### config.mk
export PLATFORM = sky130hd
export DESIGN_NAME = firebird7_in_gate1_tessent_tdr_data_ctrl_w3
export DESIGN_NICKNAME = d
export VERILOG_FILES = /design/src/rtl/firebird7_in_gate1_tessent_tdr_data_ctrl_w3.sv
export SDC_FILE = /design/constraint.sdc
export NUM_CORES = 1
export LEC_CHECK = 0
export ABC_AREA = 0
export CAP_MARGIN = 30
export CORE_UTILIZATION = 25
export CTS_CLUSTER_SIZE = 25
export DETAILED_ROUTE_END_ITERATION = 10
export DONT_BUFFER_PORTS = 1
export PLACE_DENSITY = 0.45
export REMOVE_ABC_BUFFERS = 1
export SETUP_SLACK_MARGIN = 0.4
export SLEW_MARGIN = 20
export SYNTH_ARGS = -nofsm -noshare
export SYNTH_HDL_FRONTEND = slang
export SYNTH_SLANG_ARGS = --single-unit
### constraint.sdc
create_clock -name ijtag_tck -period 3.8 [get_ports ijtag_tck]
set_input_delay 0.76 -clock ijtag_tck [delete_from_list [all_inputs] [get_ports ijtag_tck]]
set_output_delay 0.76 -clock ijtag_tck [all_outputs]
set_load 0.005 [all_outputs]
### src/rtl/firebird7_in_gate1_tessent_tdr_data_ctrl_w3.sv
// IJTAG test data register for the gate1 functional/IJTAG data muxes: capture/shift/update
// with a shadow register and a shift-length checker that reports faults as a read-clear sticky bit.
module firebird7_in_gate1_tessent_tdr_data_ctrl_w3 #(
    parameter int DATA_WIDTH = 3,
    parameter int CNT_WIDTH  = 4
) (
    input  logic                  ijtag_tck,
    input  logic                  ijtag_reset,
    input  logic                  ijtag_sel,
    input  logic                  ijtag_ce,
    input  logic                  ijtag_se,
    input  logic                  ijtag_ue,
    input  logic                  ijtag_si,
    output logic                  ijtag_so,
    input  logic [DATA_WIDTH-1:0] functional_data_in,
    output logic [DATA_WIDTH-1:0] ijtag_data_out,
    output logic                  ijtag_select,
    output logic                  length_error,
    output logic [1:0]            dbg_state
);

    localparam int L = DATA_WIDTH + 1;
    localparam logic [CNT_WIDTH-1:0] CNT_MAX = '1;
    localparam logic [CNT_WIDTH-1:0] CNT_LEN = CNT_WIDTH'(L);

    typedef enum logic [1:0] {
        S_IDLE     = 2'd0,
        S_CAPTURED = 2'd1,
        S_SHIFT    = 2'd2
    } state_e;

    state_e                state_q, state_d;
    logic [L-1:0]          sr_q, sr_d;
    logic [DATA_WIDTH-1:0] data_q, data_d;
    logic                  select_q, select_d;
    logic [CNT_WIDTH-1:0]  cnt_q, cnt_d;
    logic                  err_q, err_d;
    logic                  collision;

    // Handshake: no valid/ready here; ce/se/ue act on a rising tck edge only while ijtag_sel=1,
    // with priority ce > se > ue. More than one enable at once is flagged as a length error.
    assign collision = (ijtag_ce & ijtag_se) | (ijtag_ce & ijtag_ue) | (ijtag_se & ijtag_ue);

    always_comb begin
        state_d  = state_q;
        sr_d     = sr_q;
        data_d   = data_q;
        select_d = select_q;
        cnt_d    = cnt_q;
        err_d    = err_q;
        if (ijtag_sel) begin
            if (ijtag_ce) begin
                // Old sticky bit is shifted out as status; a colliding capture re-arms it.
                sr_d    = {functional_data_in, err_q};
                cnt_d   = '0;
                err_d   = collision;
                state_d = S_CAPTURED;
            end else if (ijtag_se) begin
                sr_d    = {ijtag_si, sr_q[L-1:1]};
                cnt_d   = (cnt_q == CNT_MAX) ? cnt_q : cnt_q + CNT_WIDTH'(1);
                state_d = S_SHIFT;
                if (collision) begin
                    err_d = 1'b1;
                end
            end else if (ijtag_ue) begin
                if (state_q == S_SHIFT && cnt_q == CNT_LEN) begin
                    select_d = sr_q[0];
                    data_d   = sr_q[DATA_WIDTH:1];
                end else begin
                    err_d = 1'b1;
                end
                cnt_d   = '0;
                state_d = S_IDLE;
            end
        end
    end

    always_ff @(posedge ijtag_tck) begin
        if (ijtag_reset) begin
            state_q  <= S_IDLE;
            sr_q     <= '0;
            data_q   <= '0;
            select_q <= 1'b0;
            cnt_q    <= '0;
            err_q    <= 1'b0;
        end else begin
            state_q  <= state_d;
            sr_q     <= sr_d;
            data_q   <= data_d;
            select_q <= select_d;
            cnt_q    <= cnt_d;
            err_q    <= err_d;
        end
    end

    assign ijtag_so       = sr_q[0];
    assign ijtag_data_out = data_q;
    assign ijtag_select   = select_q;
    assign length_error   = err_q;
    assign dbg_state      = state_q;

endmodule

# Word level (Yosys, flattened, before mapping)
# Cells that the tools add are included.
# W data, S select, Z words.
[word_totals] romBits=0 word_cells=42 latchBits=0 mem_bits_rw=0 mem_count=0 ff_bits=15
[classes] n_div=0 order_cmp=0 n_mux=14 addsub=1 reduce_logical=8 shifts=0 bitwise_logic=7 eq_ne=6 mul=0
[ops] cell="$mux W4" count=6
[ops] cell="$mux W2" count=3
[ops] cell="$ne A3 B3 Y1 const B" count=2
[ops] cell="$mux W1" count=5
[ops] cell="$reduce_and A5 Y1" count=1
[ops] cell="$add A4 B1 Y4 const B" count=1
[ops] cell="$eq A4 B3 Y1 const B" count=1
[ops] cell="$eq A4 B4 Y1 const B" count=1
[ops] cell="$reduce_and A2 Y1" count=2
[ops] cell="$reduce_and A4 Y1" count=1
[ops] cell="$and A1 B1 Y1" count=3
[ops] cell="$ne A3 B2 Y1 const B" count=1
[ops] cell="$reduce_and A3 Y1" count=1
[ops] cell="$reduce_bool A3 Y1" count=1
[ops] cell="$eq A2 B2 Y1 const B" count=1
[ops] cell="$not A1 Y1" count=2
[ops] cell="$or A1 B1 Y1" count=2
[ops] cell="$reduce_bool A2 Y1" count=1
[ops] cell="$logic_and A1 B1 Y1" count=1

# Logic depth before layout (Yosys ltp)
[logic_depth] depth_word=6 depth_mapped=5

# Worst setup path before layout
# No wires, ideal clock.
[synth_timing] path_type="input to register" startpoint="input port ijtag_ce" endpoint="register data_q[0], in the netlist ijtag_data_out[0]" path_stages=3 required_time_ns=3.728 t_arrival_ns=1.764 setup_slack_ns=1.965 setup_time_ns=0.072 cell_sequence="or4b_4 > nor3_4 > mux2i_1"
[synth_between] elab_chain_cells=2
[synth_lines] item="start, declared" line_no="10" text="input logic ijtag_ce,"
[synth_lines] item="$not A1 Y1 (no line)"
[synth_lines] item="$reduce_and A5 Y1 (no line)"
[synth_lines] item="end signal, assigned" line_no="89" text="data_q <= data_d;"
[synth_lines] item="end, declared" line_no="34" text="logic [DATA_WIDTH-1:0] data_q, data_d;"
# Every way passes these cells.
# A chain may end at the register's enable or synchronous reset.

# Final worst setup path
[layout_timing] startpoint="input port ijtag_ce" endpoint="register data_q[1], in the netlist ijtag_data_out[1]"
# The elaborated chain is that of the path after synthesis.

==> summary.md <==
| Metric | Value |
|---|---|
| Status | finished, violations left |
| Failing checks | design-rule violations |
| CTS HTree Levels | 1 |
| Drt drc | 2 |
| Synth cell count leaders | dfxtp_1 (15), mux2i_1 (8), nand2b_1 (8), nor2_1 (7), nand3_1 (5) |
| Total CTS buffers | 3 |
| RD Place Congestion | 0.653 |
| Synth Register Bits | 15 |
| Die area | approximately 3300 um^2 |
| Sequential share of the synthesized area | 0.392 |
| Cell family with most CP delay | simple AND/OR/NAND/NOR gates |
| Most used DFF post-synth | dfxtp_1 |
| Global-route wire length before repair | 2.88 mm |
| Post-Synthesis Cells | 85 |
| Switching Power | about 70 uW |
| Worst setup slack after layout | 2.18 ns |
| IO Pins | 18 |
| Synth warn | 0 |
| CP bufs+invs | 0 |
| Worst path slowest cell | or4b_4 |
| Arrival time at the worst endpoint | 1.84 ns |
| Inst Count DP | 111 |
| Final hold violation count | 0 |
| Fin crit share | 0.426 |
| CP peak stage delay | 0.53 ns |
| Worst IR Drop VDD | roughly 150 uV |
| DRT iter0 DRCs | 23 |
| Largest net degree at the start of global routing | 20 |
| Layout Skew | 0.00511 ns |
| CTS Buffer Depth | 2 |
| Crit Path Class | primary input to flop |
| Switching part of the total | 0.248 |
| CP endpoint kind | flop |
| Syn_area_per_cell | 9.01 um^2 |
| Gr ovfl total | 0 |
| Top post-synthesis cells by area | dfxtp_1 (39%), mux2i_1 (10%), nand2b_1 (6.5%) |
| Final core utilization | 0.287 |
| Async set-reset flop share out of synthesis | 0 |
| Root buf cell | clkbuf_4 |
| Worst skew pair latency | 0.28 ns |
| Crit-path cells | or4b_4 > nor3_4 > mux2i_1 |
| Pre-Repair DR Iteration Count | 7 |
| Worst Hold Class | flop to flop |
| Initial antenna violation count | 0 |
| Fmax | slightly above 600 MHz |
| Diodes inserted | 0 |
| Final slew viol count | 0 |
| Setup tns final | 0 ns |
| WL per Instance | 14.1 um |
| Initial Utilization | 0.271 |
| Post-DP HPWL | approximately 1.2 mm |
| Area share of the largest cell type after synthesis | 0.392 |
| # resized after CTS | 0 |
| Hold Buf Count CTS | 0 |
| Total track usage | 0.115 |
| Clock share of power | 0.331 |
| CTS clock-pin slew for the worst setup and hold paths | 0.10 ns |
| Final Net Count | 97 |
| Top-count cell post-synth | dfxtp_1 |
| Headroom to the max-slew limit | 0.456 |
| Chip Height | between 50 and 60 um |
| Post-synth cell types | 29 |
| Logic pwr share | 0.075 |
| Internal power | about 210 uW |
| Leak | around 0.00028 uW |
| Flop pwr share | 0.594 |
| Number of global-route vias before repair | 585 |
| Worst setup SP type | primary input |
| Max Cap Violations | 0 |
| Final ANT Viol Nets | 0 |
| Synth-to-Final Area Change | 6.05% |
| Setup Slack @ Placement | 1.87 ns |
| CP max FO | 12 |
| Final std cells w/o fill | roughly 120 |
| Post CTS Setup Buffer Count | 0 |
| Detailed-route vias per instance | 5.23 |
| Final setup fails | 0 |
| Site Rows | 19 |
| Post-synth EDFFs | 0 |
| Post-Route WL | between 1.5 and 2 mm |
| Synth area leader | dfxtp_1 |
| Share of layout cells above drive strength 1 | 0.0833 |
| CTS tree | yes |
| CTS sink cnt | 15 |
| Vias | 601 |
| Core ar. | 2830 um^2 |
| RSZ-0062 raised after global routing | false |
| Worst-Margin Slew | about 0.81 ns |
| Pwr per Cell Area | 349 nW/um^2 |
| I/O Buffers | 0 |
| Critical Path RT | 4.02 ns |
| Die extent in x | between 50 and 60 um |
| Period minus WS final | ~1.6 ns |
| Post-synthesis instance area | 766 um^2 |
==> final cells by class <==
| type | instances | area (um^2) |
|---|---|---|
| inverter | 3 | 11.3 |
| sequential | 15 | 300 |
| clock inverter | 1 | 5.00 |
| fill | 301 | 2020 |
| clock buffer | 3 | 22.5 |
| tap | 31 | 38.8 |
| multi-input combinational | 62 | 434 |
==> path summary, 6_finish.rpt <==
path | start | end | slack [ns] | cells past startpoint
max | ijtag_ce | ijtag_data_out[1] | 2.18 | 3
min | sr_q[1] | ijtag_data_out[0] | 0.50 | 2
max reg2reg | dbg_state[0] | ijtag_data_out[1] | 2.27 | 3
min reg2reg | sr_q[1] | ijtag_data_out[0] | 0.50 | 2
==> metal layers <==
layer	GRT usage	vias up	wire (um)
met4	0.0732	0	27
met1	0.156	277	787
met2	0.166	13	728
met3	0.0227	2	81
met5	0	-	0
li1	-	309	-
==> power by group through the flow <==
stage	clock (uW)	combinational [uW]	sequential (uW)
after floorplan	0	18.5	170
after global routing	103	24.6	170
final	93.9	21.2	168
after global placement	0	21.2	172
after CTS	98.0	21.6	169
after detailed placement	0	21.4	172
==> metrics by stage <==
step	hold slack (ns)	cell area (um^2)	power, uW
final	0.498	812	284
after global routing	0.518	812	297
after CTS	0.504	812	288
after detailed placement	0.488	785	194
after global placement	0.482	785	193
after floorplan	0.449	746	189
==> worst min-delay path: cells and delay by family (launching register included) <==
family,cells,cell delay (ns)
AND/OR/NAND/NOR,1,0.07
flip-flops,1,0.34
multiplexers,1,0.06
==> state kept, by name, summed over array words and instances, names as in the netlist <==
| signal | flops |
|---|---|
| cnt_q | 4 |
| sr_q | 4 |
| ijtag_data_out | 3 |
| dbg_state | 2 |
| ijtag_select | 1 |
| length_error | 1 |
==> logic make-up after synthesis <==
kind of cell | after synthesis | synth area share
simple gates | 36 | 0.283
fa+ha+maj | 2 | 0.0327
mux | 8 | 0.105
compound gates | 16 | 0.147
buf+inv | 8 | 0.0408
flops | 15 | 0.392
==> cells in the final DEF (no fill, tap or decap), drive strengths merged, types with 2 or more instances in the layout <==
cell,count
nand3b,2
nand3,5
a31oi,4
ha,2
dfxtp,15
a211oi,4
inv,3
nand2,4
nand2b,8
nor2,7
nor3,2
a21oi,2
a22oi,2
mux2i,8
nand4,2
clkbuf,3
Note: power is estimated with default switching activity, not from simulation.
